**config.mk**
```make
export PLATFORM = sky130hd
export DESIGN_NAME = fbcpu_boot_loader
export DESIGN_NICKNAME = d
export VERILOG_FILES = /design/src/rtl/fbcpu_boot_loader.sv
export SDC_FILE = /design/constraint.sdc
export NUM_CORES = 1
export LEC_CHECK = 0
export BUFFER_PORTS_ARGS = -buffer_cell sky130_fd_sc_hd__clkbuf_2
export CAP_MARGIN = 20
export CORE_MARGIN = 3
export CORE_UTILIZATION = 50
export DETAILED_ROUTE_END_ITERATION = 16
export HOLD_SLACK_MARGIN = 0.1
export PLACE_DENSITY = 0.78
export SETUP_SLACK_MARGIN = 0.1
export SLEW_MARGIN = 20
export SYNTH_ARGS = -nofsm -noshare
export SYNTH_HDL_FRONTEND = slang
export SYNTH_SLANG_ARGS = --single-unit
export TNS_END_PERCENT = 5
```
**constraint.sdc**
```tcl
create_clock -name clk -period 2.7 [get_ports clk]
set_input_delay 0.135 -clock clk [delete_from_list [all_inputs] [get_ports clk]]
set_output_delay 0.135 -clock clk [all_outputs]
set_load 0.02 [all_outputs]
```
**src/rtl/fbcpu_boot_loader.sv**
```systemverilog
// Boot loader for the FB-CPU / blram pair: streams a length-prefixed image into
// blram from address 0 while holding the CPU in reset, then hands the RAM port to the CPU.
module fbcpu_boot_loader #(
  parameter int ADDRESS_WIDTH = 6,
  parameter int DATA_WIDTH    = 10,
  parameter int DEPTH         = 64
) (
  input  logic                     clk,
  input  logic                     rst,
  input  logic                     i_valid,
  input  logic [DATA_WIDTH-1:0]    i_data,
  output logic                     o_ready,
  input  logic                     i_reload,
  input  logic [ADDRESS_WIDTH-1:0] cpu_mar,
  input  logic [DATA_WIDTH-1:0]    cpu_mdr_in,
  input  logic                     cpu_ram_wr,
  output logic [ADDRESS_WIDTH-1:0] ram_addr,
  output logic [DATA_WIDTH-1:0]    ram_data_in,
  output logic                     ram_we,
  output logic                     o_cpu_rst,
  output logic                     o_done,
  output logic                     o_err,
  output logic [ADDRESS_WIDTH:0]   o_count,
  output logic [2:0]               o_state
);

  localparam int CW = ADDRESS_WIDTH + 1;
  localparam logic [DATA_WIDTH-1:0] HDR_LO_MASK = DATA_WIDTH'((64'd1 << CW) - 64'd1);

  typedef enum logic [2:0] {
    S_HDR   = 3'd0,
    S_LOAD  = 3'd1,
    S_FLUSH = 3'd2,
    S_RUN   = 3'd3,
    S_ERR   = 3'd4
  } state_t;

  state_t                   r_state;
  logic [CW-1:0]            r_count;
  logic [CW-1:0]            r_len;
  logic [ADDRESS_WIDTH-1:0] r_addr;
  logic [DATA_WIDTH-1:0]    r_data;
  logic                     r_we;
  logic                     r_ready;
  logic                     r_cpu_rst;
  logic                     r_done;
  logic                     r_err;

  logic                     w_xfer;
  logic [CW-1:0]            w_len;
  logic                     w_hdr_bad;
  logic                     w_last;
  logic                     w_run;

  // Handshake: a word moves on a rising edge where i_valid && o_ready; i_data is
  // only looked at on such an edge, and a transfer coinciding with i_reload is dropped.
  assign w_xfer    = i_valid && r_ready;
  assign w_len     = i_data[ADDRESS_WIDTH:0];
  assign w_hdr_bad = (|(i_data & ~HDR_LO_MASK)) || (w_len > CW'(DEPTH));
  assign w_last    = (r_count + CW'(1)) == r_len;
  assign w_run     = (r_state == S_RUN);

  always_ff @(posedge clk or negedge rst) begin
    if (!rst) begin
      r_state   <= S_HDR;
      r_count   <= '0;
      r_len     <= '0;
      r_addr    <= '0;
      r_data    <= '0;
      r_we      <= 1'b0;
      r_ready   <= 1'b1;
      r_cpu_rst <= 1'b1;
      r_done    <= 1'b0;
      r_err     <= 1'b0;
    end else if (i_reload) begin
      r_state   <= S_HDR;
      r_count   <= '0;
      r_len     <= '0;
      r_addr    <= '0;
      r_data    <= '0;
      r_we      <= 1'b0;
      r_ready   <= 1'b1;
      r_cpu_rst <= 1'b1;
      r_done    <= 1'b0;
      r_err     <= 1'b0;
    end else begin
      case (r_state)
        S_HDR: begin
          r_we <= 1'b0;
          if (w_xfer) begin
            r_len   <= w_len;
            r_count <= '0;
            if (w_hdr_bad) begin
              r_state <= S_ERR;
              r_err   <= 1'b1;
              r_ready <= 1'b0;
            end else if (w_len == '0) begin
              r_state   <= S_RUN;
              r_ready   <= 1'b0;
              r_cpu_rst <= 1'b0;
              r_done    <= 1'b1;
            end else begin
              r_state <= S_LOAD;
            end
          end
        end
        S_LOAD: begin
          // Write is presented the cycle after the accept, at the pre-increment count.
          r_we <= w_xfer;
          if (w_xfer) begin
            r_addr  <= r_count[ADDRESS_WIDTH-1:0];
            r_data  <= i_data;
            r_count <= r_count + CW'(1);
            if (w_last) begin
              r_state <= S_FLUSH;
              r_ready <= 1'b0;
            end
          end
        end
        S_FLUSH: begin
          r_we      <= 1'b0;
          r_state   <= S_RUN;
          r_cpu_rst <= 1'b0;
          r_done    <= 1'b1;
        end
        S_RUN: r_we <= 1'b0;
        S_ERR: r_we <= 1'b0;
        default: begin
          r_state <= S_HDR;
          r_we    <= 1'b0;
        end
      endcase
    end
  end

  // Once running, the CPU owns blram with no added latency.
  assign ram_addr    = w_run ? cpu_mar    : r_addr;
  assign ram_data_in = w_run ? cpu_mdr_in : r_data;
  assign ram_we      = w_run ? cpu_ram_wr : r_we;

  assign o_ready   = r_ready;
  assign o_cpu_rst = r_cpu_rst;
  assign o_done    = r_done;
  assign o_err     = r_err;
  assign o_count   = r_count;
  assign o_state   = r_state;

endmodule

```
Word level (Yosys, flattened, before mapping)
Index checks and enable logic that the tools add are counted.
W data, S select, Z words.
Operators by class
  $add $sub $neg: 1
  $lt $le $gt $ge: 1
  equal/unequal tests: 12
  multiplexer cells: 45
  reduce and logical (&&, ||, !) cells: 19
Operator list (number)
  $mux W7: 6
  $mux W10: 4
  $mux W6: 4
  $mux W1: 20
  $mux W3: 5
  $ne A3 B3 Y1 const B: 5
  $pmux W7 S2: 1
  $pmux W3 S4: 1
  $reduce_and A4 Y1: 2
  $reduce_bool A2 Y1: 4
  $add A7 B1 Y7 const B: 1
  $eq A7 B7 Y1: 1
  $gt A7 B7 Y1 const B: 1
  $logic_not A7 Y1: 1
  $eq A3 B2 Y1 const B: 2
  $pmux W1 S2: 3
  $reduce_and A3 Y1: 2
  $reduce_bool A3 Y1: 2
  $reduce_and A5 Y1: 1
  $ne A4 B4 Y1 const B: 1
  $reduce_and A2 Y1: 2
  $eq A3 B1 Y1 const B: 1
  $eq A3 B3 Y1 const B: 1
  $logic_not A3 Y1: 1
  other kinds (6): 6
Word-level totals
  flip-flop bits (word level): 38
  input bits: 31
  output and inout port bits: 31
  logic and storage cells: 88

Depth between registers and ports, before layout
Gate-level depths: netlist (run 1).
  depth in word-level cells: 6
  gate-level depth with buffers: 7
  gate-level depth less buffers: 6

Worst setup path after synthesis (run 1)
OpenSTA, ideal clock, no wires.
  kind: flip-flop to flip-flop
  start: register r_count[0], in the netlist o_count[0]
  end: register r_ready, in the netlist o_ready
  setup time: 0.084 ns
  arrival time: 2.158 ns
  required time: 2.616 ns
  path slack: 0.458 ns
  stages on the path, launching flop included: 7
  path buffers: 0
  clock period less this slack: 2.242 ns
  path through: dfrtp_1 -> ha_1 -> and3_1 -> and3_4 -> xnor2_1 -> or4_4 -> a311o_1
Between the ends
  cells in the longest elaborated chain, start to end: 4
Ends and longest elaborated chain
  start: declaration: line 39  | logic [CW-1:0] r_count;
  start signal: assignment: line 113  | r_count <= r_count + CW'(1);
  $add A7 B1 Y7: line 60  | assign w_last = (r_count + CW'(1)) == r_len;
  $eq A7 B7 Y1: line 60
  $ne A3 B3 Y1 (no line)
  $reduce_and A5 Y1 (no line)
  end signal: assignment: line 71  | r_ready <= 1'b1;
  end signal: assignment: line 82  | r_ready <= 1'b1;
  end signal: assignment: line 96  | r_ready <= 1'b0;
  end: declaration: line 44  | logic r_ready;
No other way between the ends.
A chain may end at the register's enable or synchronous reset.

Worst setup path after layout (run 1)
Same ends and word-level chain as after synthesis.

==> results.sh, run 1 <==
export IMPL_status="complete, no violations"
export IMPL_fillers=308
export IMPL_antenna_found_initial=0
export IMPL_floorplan_initialDensity=0.5338
export IMPL_place_detailed_hpwl_um=3554
export IMPL_synth_seq_cells=38
export IMPL_hold_path_class="primary input to register"
export IMPL_floorplan_core_area_um2=3744
export IMPL_worst_skew_pair_later_pin_latency_ns=0.29
export IMPL_drt_iter0_markers=100
export IMPL_pins_over_slew_limit=0
export IMPL_layout_area_overhead_vs_synth_pct=25.92
export IMPL_grt_pass1_wl_um=8114
export IMPL_tritoncts="built"
export IMPL_timing_hold_worst_start="i_data[1]"
export IMPL_cts_resized=0
export IMPL_final_cells=302
export IMPL_proportion_of_total_power_due_to_net_switching=0.2459
export IMPL_final_core_util=0.6721
export IMPL_synth_main_ff_cell="sky130_fd_sc_hd__dfrtp_1"
export IMPL_drc_markers=0
export IMPL_pwr_share_comb=0.119
export IMPL_mappedNetlistNets=218
export IMPL_synth_distinct_cells=44
export IMPL_power_leakage_nw=1.265
export IMPL_finalInstanceArea_um2=2516
export IMPL_rows=22
export IMPL_share_seq_of_total_power=0.452
export IMPL_number_of_global_route_vias_before_repair=1654
export IMPL_critical_path_max_fanout=7
export IMPL_synthesis_area_um2=1998
export IMPL_drt_pass1_iter_count=4
export IMPL_ios=62
export IMPL_netSwitchingPower_mw=0.3345
export IMPL_synth_yosys_seq_area_share=0.4771
export IMPL_pwr_density_cell_nw_per_um2=540.7
export IMPL_final_layout_size_suffix_gt1_frac=0.3780
export IMPL_cells_after_synthesis=186
export IMPL_floorplan_die_area_um2=4791
export IMPL_achievable_frequency_mhz=436.3
export IMPL_synth_area_leader_cell="sky130_fd_sc_hd__dfrtp_1"
export IMPL_count_of_flip_flops_with_a_built_in_enable_after_synthesis=0
export IMPL_min_period_ns=2.292
export IMPL_reg2reg_from="o_count[0]"
export IMPL_design_final_nets=285
export IMPL_clkTransAtPathRegs_ns=0.08
export IMPL_cap_viol_max_count=0
export IMPL_rsz0062_at_grt="false"
export IMPL_final_min_period_over_clock_period=0.8489
export IMPL_async_flop_share=1.000
export IMPL_cts_htree_levels=2
export IMPL_synth_common_cells="sky130_fd_sc_hd__dfrtp_1, sky130_fd_sc_hd__a22o_1, sky130_fd_sc_hd__mux2_2"
export IMPL_type_of_the_setup_path_with_the_least_slack="register to register"
export IMPL_worst_setup_path_start_kind="register"
export IMPL_top_cell_type_s_share_of_synthesized_area=0.4508
export IMPL_drt_total_wl_um=4934
export IMPL_place_inst=289
export IMPL_global_route_usage_total=0.2133
export IMPL_drtAntennaViolNets=0
export IMPL_ys_warn_count=0
export IMPL_worst_setup_path_end_kind="register"
export IMPL_timing_slew_headroom=0.4026
export IMPL_data_required_critical_path_ns=2.93
export IMPL_antenna_cells=0
export IMPL_detailed_place_area_um2=2328
export IMPL_final_hold_violation_count=0
export IMPL_synth_most_common_cell="sky130_fd_sc_hd__dfrtp_1"
export IMPL_irDropWorstVdd_uv=321.8
export IMPL_grt_start_max_net_pins=39
export IMPL_share_clk_of_total_power=0.429
export IMPL_setup_viol=0
export IMPL_grt_overflow_total=0
export IMPL_worst_pin_slew_ns=0.8961
export IMPL_die_width_um=69.22
export IMPL_fin_total_pwr_mw=1.360
export IMPL_postSynthAreaPerCell_um2=10.74
export IMPL_gp_routability_congestion=0.9078
export IMPL_yosys_top_cells_area="sky130_fd_sc_hd__dfrtp_1, sky130_fd_sc_hd__mux2_2, sky130_fd_sc_hd__a22o_1"
export IMPL_crit_path_start="o_count[0]"
export IMPL_numClockSinks=38
export IMPL_avgViaCountPerCell=5.659
export IMPL_rrSetupSlack_ns=0.41
export IMPL_wl_per_cell_um=16.34
export IMPL_worst_path_arrival_ns=2.52
export IMPL_port_buffers=61
export IMPL_internal_power_mw=1.026
export IMPL_routed_via_count=1709
export IMPL_setup_tns_ns=0
export IMPL_cts_root_to_sink_buffers=2
export IMPL_cts_made_buffers=5
export IMPL_clock_skew_ns=0.005695
export IMPL_cts_repair_timing_setup_buffer_count=0
export IMPL_cell_chosen_for_the_clock_root="sky130_fd_sc_hd__clkbuf_8"
export IMPL_chipHeight_um=69.22
==> path summary, 6_finish.rpt <==
path                       depth (start not counted)    endpoint
max in group asynchronous                          2      o_done
setup / recovery                                   6     o_ready
min in group asynchronous                          2  o_state[1]
setup reg to reg                                   6     o_ready
hold reg to reg                                    1   r_data[6]
hold / removal                                     2   r_data[1]
==> layer usage <==
layer	routed length, um	GRT usage	vias up
li1	-	-	827
met1	2151	0.2829	816
met2	2402	0.3464	57
met3	288	0.05072	9
met4	91	0.06508	0
met5	0	0	-
==> layout by cell type (no fill, tap or decap), drive strengths merged, types with 2 or more instances in the layout <==
cell type,netlist,layout
nor4,2,2
dfstp,2,2
o31ai,2,2
nor2,10,10
nand2b,2,2
a21oi,3,3
nand2,13,13
and2,2,2
and3,4,4
xnor2,7,7
or4,3,3
bufinv,0,2
buf,4,3
nor3,4,4
inv,5,5
a31oi,4,4
mux2,17,17
dlygate4sd3,0,5
a22o,22,22
clkbuf,5,66
nand3,5,5
o21ai,15,15
dfrtp,36,36
xor2,3,3
a21o,2,2
==> logic make-up (layout without fill, tap and decap cells) <==
group / after synthesis / in the layout / share of synthesized area
xor+xnor: 10 / 10 / 0.04384
flops: 38 / 38 / 0.4771
mux: 17 / 17 / 0.09580
simple gates: 50 / 50 / 0.1334
fa+ha+maj: 1 / 1 / 0.006261
compound gates: 56 / 56 / 0.2054
buf+inv: 14 / 82 / 0.03820
==> worst max-delay path, stage by stage (launching register included) <==
cell and delay [ns]:
sky130_fd_sc_hd__dfrtp_1 0.46, sky130_fd_sc_hd__ha_1 0.32, sky130_fd_sc_hd__and3_1 0.23, sky130_fd_sc_hd__and3_4 0.19
sky130_fd_sc_hd__xnor2_1 0.14, sky130_fd_sc_hd__or4_4 0.52, sky130_fd_sc_hd__a311o_1 0.36
==> state kept, by name, indices dropped and copies added (netlist names) <==
register / cells
r_len: 7
o_done: 1
o_state: 3
r_data: 10
r_addr: 6
o_count: 7
o_cpu_rst: 1
o_err: 1
o_ready: 1
r_we: 1
==> power by group through the flow <==
stage / combinational [mW] / clock [mW] / sequential [mW]
6_report: 0.162 / 0.583 / 0.615
5_1_grt: 0.182 / 0.607 / 0.619
4_1_cts: 0.164 / 0.589 / 0.614
3_5_place_dp: 0.156 / 0 / 0.625
3_3_place_gp: 0.153 / 0 / 0.624
2_1_floorplan: 0.0963 / 0 / 0.624
==> cell type report <==
type                    count  area (um^2)  share of cell area
clock inverters             3        68.82             0.02735
repair buffers             69        377.9              0.1502
inverters                   5        18.77            0.007459
flip-flops and latches     38        953.4              0.3789
multi-input cells         134        968.4              0.3849
well taps                  48        60.06             0.02387
clock buffers               5        68.82             0.02735
==> what timing repair did <==
item                                   CTS  global route
endpoints found under the hold margin   42             0
hold buffers                             5             0
setup endpoints to repair                0             0
==> metrics by stage <==
stage          hold WS (ns)  setup slack (ns)
2_1_floorplan       -0.1606            0.4582
3_3_place_gp         0.3145            0.5163
3_5_place_dp         0.3130            0.4378
4_1_cts              0.1039            0.4106
5_1_grt              0.1188            0.3302
6_report             0.1079            0.4079
No activity file was read; power rests on OpenSTA's default activity.
==> inputs of run 2 (changes only) <==
--- a/config.mk
+++ b/config.mk
@@ -8,10 +8,10 @@
 export BUFFER_PORTS_ARGS = -buffer_cell sky130_fd_sc_hd__clkbuf_2
 export CAP_MARGIN = 20
 export CORE_MARGIN = 3
-export CORE_UTILIZATION = 50
+export CORE_UTILIZATION = 46
 export DETAILED_ROUTE_END_ITERATION = 16
 export HOLD_SLACK_MARGIN = 0.1
-export PLACE_DENSITY = 0.78
+export PLACE_DENSITY = 0.76
 export SETUP_SLACK_MARGIN = 0.1
 export SLEW_MARGIN = 20
 export SYNTH_ARGS = -nofsm -noshare
==> constraint.sdc (replaced) <==
create_clock -name clk -period 2.1 [get_ports clk]
set_input_delay 0.105 -clock clk [delete_from_list [all_inputs] [get_ports clk]]
set_output_delay 0.105 -clock clk [all_outputs]
set_load 0.02 [all_outputs]
==> results.sh, run 2 (synthesized netlist as in run 1, its figures left out) <==
export IMPL_layout_area_overhead_vs_synth_pct=31.87
export IMPL_worst_path_arrival_ns=2.20
export IMPL_number_of_global_route_vias_before_repair=1751
export IMPL_timing_slew_headroom=0.7266
export IMPL_final_common_cell="sky130_fd_sc_hd__clkbuf_2"
export IMPL_clock_skew_ns=0.003972
export IMPL_die_width_um=71.91
export IMPL_setup_viol=0
export IMPL_worst_skew_pair_later_pin_latency_ns=0.29
export IMPL_min_period_ns=1.984
export IMPL_data_required_critical_path_ns=2.32
export IMPL_gp_routability_congestion=0.8323
export IMPL_drc_markers=0
export IMPL_worst_path_largest_cell_delay_ns=0.54
export IMPL_critical_path_max_fanout=7
export IMPL_rows=23
export IMPL_layout_cells_most_common_list="sky130_fd_sc_hd__clkbuf_2, sky130_fd_sc_hd__dfrtp_1, sky130_fd_sc_hd__a22o_1"
export IMPL_hold_path_class="primary input to register"
export IMPL_worst_setup_path_end_kind="register"
export IMPL_pins_over_slew_limit=0
export IMPL_antenna_cells=0
export IMPL_cts_made_buffers=5
export IMPL_global_route_usage_total=0.2037
export IMPL_crit_slowest_cell="sky130_fd_sc_hd__or4_4"
export IMPL_avgViaCountPerCell=5.694
export IMPL_place_detailed_hpwl_um=3639
export IMPL_grt_start_max_net_pins=23
export IMPL_largest_register_ffs=10
export IMPL_pwr_density_cell_nw_per_um2=676.5
export IMPL_achievable_frequency_mhz=504.0
export IMPL_port_buffers=61
export IMPL_rsz0062_at_grt="true"
export IMPL_status="complete, no violations"
export IMPL_fin_total_pwr_mw=1.783
export IMPL_routed_via_count=1788
export IMPL_drtAntennaViolNets=0
export IMPL_type_of_the_setup_path_with_the_least_slack="register to register"
export IMPL_crit_path_cell_trace="ha_4 -> xor2_1 -> o2111ai_1 -> o21ai_1 -> or4_4 -> a311o_1"
export IMPL_clkTransAtPathRegs_ns=0.07
export IMPL_drt_total_wl_um=4992
export IMPL_worst_setup_path_start_kind="register"
export IMPL_timing_hold_ws_ns=0.1190
export IMPL_grt_overflow_total=0
export IMPL_critical_path_top_delay_family="compound AO/OA/AOI/OAI gates"
export IMPL_irDropWorstVdd_uv=430.0
export IMPL_setup_tns_ns=0
export IMPL_cap_viol_max_count=0
export IMPL_antenna_found_initial=0
export IMPL_drt_pass1_iter_count=4
export IMPL_chipHeight_um=71.91
export IMPL_drt_iter0_markers=61
export IMPL_tritoncts="built"
export IMPL_worst_pin_slew_ns=0.4063
export IMPL_final_hold_violation_count=0
export IMPL_final_min_period_over_clock_period=0.9449
export IMPL_power_leakage_nw=1.313
export IMPL_regMostFlops="r_data"
export IMPL_floorplan_core_area_um2=4086
export IMPL_cts_htree_levels=2
export IMPL_final_core_util=0.6448
export IMPL_cell_chosen_for_the_clock_root="sky130_fd_sc_hd__clkbuf_8"
export IMPL_cts_root_to_sink_buffers=2
export IMPL_floorplan_die_area_um2=5170
export IMPL_design_final_nets=295
export IMPL_floorplan_initialDensity=0.4890
export IMPL_final_layout_size_suffix_gt1_frac=0.4129
export IMPL_grt_pass1_wl_um=8266
export IMPL_critPathBufInv=0
export IMPL_ios=62
export IMPL_numClockSinks=38
export IMPL_wl_per_cell_um=15.90
## run 2: cell types whose count changed in the layout (fill, tap and decap cells not counted), sizes merged
cell and change:
clkbuf +1, buf +7, clkinv -1, dlygate4sd3 +3
## run 2: through the flow
step	cells	instance area [um^2]	setup slack, ns
final	314	2635	0.1158
after detailed placement	296	2396	0.07634
after global placement	296	2396	0.1171
after CTS	314	2634	0.1177
after floorplan	186	2026	0.1176
after global routing	314	2635	0.06131
## run 2: layout make-up
cell class / instances / area (um^2)
Clock inverter: 2 / 60.06
Tap cell: 50 / 62.56
Fill cell: 342 / 1451
Timing Repair Buffer: 79 / 460.4
Inverter: 5 / 18.77
Sequential cell: 38 / 957.2
Clock buffer: 6 / 82.58
Multi-Input combinational cell: 134 / 993.5
## run 2: metal layers
| layer | track usage | wire length (um) | vias up |
|---|---|---|---|
| li1 | - | - | 849 |
| met5 | 0 | 0 | - |
| met4 | 0.05219 | 53 | 0 |
| met3 | 0.05402 | 273 | 6 |
| met2 | 0.3306 | 2437 | 56 |
| met1 | 0.2726 | 2226 | 877 |
## run 2: timing repair
action / 4_1_cts / 5_1_grt
hold buffers: 8 / 0
hold endpoints to repair: 28 / 0
cloned: 0 / 0
setup buffers: 2 / 0
resized for setup: 1 / 1
setup endpoints to repair: 1 / 18
## run 2: where the power goes
part           switching (mW)  total (mW)  internal, mW
sequential             0.0321       0.791         0.759
clock                   0.258       0.764         0.507
combinational           0.127       0.227        0.0998
## run 2: final timing paths
kind	startpoint	to	slack, ns	cells past startpoint
min in group asynchronous	rst	o_count[6]	0.27	2
min	i_data[3]	r_len[3]	0.12	2
min reg2reg	r_addr[4]	r_addr[4]	0.50	1
max reg2reg	o_count[1]	o_ready	0.12	6
max	o_count[1]	o_ready	0.12	6
max in group asynchronous	rst	o_cpu_rst	1.26	3
==> inputs of run 3 (changes only) <==
--- a/config.mk
+++ b/config.mk
@@ -11,8 +11,8 @@
 export CORE_UTILIZATION = 46
 export DETAILED_ROUTE_END_ITERATION = 16
 export HOLD_SLACK_MARGIN = 0.1
-export PLACE_DENSITY = 0.76
-export SETUP_SLACK_MARGIN = 0.1
+export PLACE_DENSITY = 0.79
+export SETUP_SLACK_MARGIN = 0.5
 export SLEW_MARGIN = 20
 export SYNTH_ARGS = -nofsm -noshare
 export SYNTH_HDL_FRONTEND = slang
==> results.sh, run 3 (synthesized netlist as in run 1, its figures left out) <==
export IMPL_status="complete, no violations"
export IMPL_setup_tns_ns=0
export IMPL_drc_markers=0
export IMPL_grt_pass1_wl_um=8121
export IMPL_final_core_util=0.6479
export IMPL_die_width_um=71.91
export IMPL_reg2reg_from="o_count[0]"
export IMPL_drt_iter0_markers=86
export IMPL_final_layout_size_suffix_gt1_frac=0.4280
export IMPL_number_of_global_route_vias_before_repair=1724
export IMPL_drt_pass1_iter_count=4
export IMPL_ios=62
export IMPL_worst_pin_slew_ns=0.5997
export IMPL_floorplan_initialDensity=0.4890
export IMPL_rsz0062_at_grt="true"
export IMPL_cell_chosen_for_the_clock_root="sky130_fd_sc_hd__clkbuf_8"
export IMPL_final_min_period_over_clock_period=0.9321
export IMPL_avgViaCountPerCell=5.667
export IMPL_type_of_the_setup_path_with_the_least_slack="register to register"
export IMPL_cts_htree_levels=2
export IMPL_worst_setup_path_end_kind="register"
export IMPL_pwr_density_cell_nw_per_um2=586.5
export IMPL_numClockSinks=38
export IMPL_cap_viol_max_count=0
export IMPL_clock_skew_ns=0.004201
export IMPL_tritoncts="built"
export IMPL_power_leakage_nw=1.329
export IMPL_routed_via_count=1819
export IMPL_pins_over_slew_limit=0
export IMPL_cts_root_to_sink_buffers=2
export IMPL_setup_viol=0
export IMPL_final_common_cell="sky130_fd_sc_hd__clkbuf_2"
export IMPL_achievable_frequency_mhz=510.9
export IMPL_crit_path_start="o_count[0]"
export IMPL_cts_made_buffers=5
export IMPL_largest_register_ffs=10
export IMPL_global_route_usage_total=0.2072
export IMPL_floorplan_die_area_um2=5170
export IMPL_irDropWorstVdd_uv=358.2
export IMPL_fin_total_pwr_mw=1.553
export IMPL_antenna_cells=0
export IMPL_worst_path_arrival_ns=2.18
export IMPL_chipHeight_um=71.91
export IMPL_timing_hold_worst_start="i_data[5]"
export IMPL_grt_overflow_total=0
export IMPL_clkTransAtPathRegs_ns=0.08
export IMPL_layout_cells_most_common_list="sky130_fd_sc_hd__clkbuf_2, sky130_fd_sc_hd__dfrtp_1, sky130_fd_sc_hd__a22o_1"
export IMPL_antenna_found_initial=0
export IMPL_design_final_nets=302
export IMPL_drt_total_wl_um=5181
export IMPL_rows=23
export IMPL_regMostFlops="r_data"
export IMPL_final_hold_violation_count=0
export IMPL_port_buffers=61
export IMPL_data_required_critical_path_ns=2.32
export IMPL_drtAntennaViolNets=0
export IMPL_layout_area_overhead_vs_synth_pct=32.50
export IMPL_timing_slew_headroom=0.6002
export IMPL_worst_setup_path_start_kind="register"
export IMPL_grt_start_max_net_pins=24
export IMPL_wl_per_cell_um=16.14
export IMPL_gp_routability_congestion=0.9182
export IMPL_floorplan_core_area_um2=4086
export IMPL_fillers=334
export IMPL_worst_skew_pair_later_pin_latency_ns=0.29
export IMPL_min_period_ns=1.957
export IMPL_place_detailed_hpwl_um=3725
export IMPL_hold_path_class="primary input to register"
export IMPL_critical_path_max_fanout=5
run 3: what timing repair did:
action / in CTS / in global routing
gates cloned: 0 / 0
setup buffers: 4 / 3
endpoints found under the hold margin: 31 / 0
hold buffers: 8 / 0
endpoints found under the setup margin: 44 / 51
pin swaps: 1 / 0
gates resized for setup: 0 / 3
run 3: critical path: stages (launching register included):
cell and delay [ns]:
sky130_fd_sc_hd__dfrtp_2 0.43, sky130_fd_sc_hd__ha_4 0.18, sky130_fd_sc_hd__xor2_1 0.15, sky130_fd_sc_hd__o2111ai_1 0.18, sky130_fd_sc_hd__o21ai_1 0.11, sky130_fd_sc_hd__or4_4 0.54, sky130_fd_sc_hd__a311o_1 0.28
run 3: path summary, 6_finish.rpt:
check | endpoint | slack [ns] | cells past startpoint
setup / recovery | o_ready | 0.14 | 6
max in group asynchronous | o_ready | 1.05 | 3
hold / removal | r_len[5] | 0.11 | 3
setup reg to reg | o_ready | 0.14 | 6
hold reg to reg | r_data[1] | 0.50 | 1
min in group asynchronous | r_data[8] | 0.35 | 2
run 3: routing by layer:
metal	wire length, um	part of all wire	GRT usage	up-vias
met5	0	0	0	-
met4	26	0.0050	0.05428	0
met3	332	0.064	0.06510	4
met2	2521	0.49	0.3327	70
met1	2301	0.44	0.2735	878
li1	-	-	-	867
run 3: final cells by class:
type | instances | area, um^2 | share of cell area
Timing Repair Buffer | 86 | 520.5 | 0.1966
Multi-Input combinational cell | 134 | 993.5 | 0.3752
Inverter | 5 | 18.77 | 0.007089
Sequential cell | 38 | 957.2 | 0.3615
Tap cell | 50 | 62.56 | 0.02363
Clock inverter | 2 | 12.51 | 0.004726
Clock buffer | 6 | 82.58 | 0.03119
run 3: metrics by stage:
| stage | instances | setup WS [ns] | hold WS [ns] | area, um^2 |
|---|---|---|---|---|
| after floorplan | 186 | 0.1195 | -0.1906 | 2026 |
| after global placement | 298 | 0.1560 | 0.1297 | 2411 |
| after detailed placement | 298 | 0.09840 | 0.1331 | 2411 |
| after CTS | 318 | 0.1399 | 0.1042 | 2616 |
| after global routing | 321 | 0.06689 | 0.1036 | 2648 |
| final | 321 | 0.1426 | 0.1054 | 2648 |
run 3: report_power, final:
part / switching, mW / total, mW / internal, mW
combinational: 0.133 / 0.240 / 0.107
clock: 0.260 / 0.523 / 0.264
sequential: 0.0296 / 0.789 / 0.759
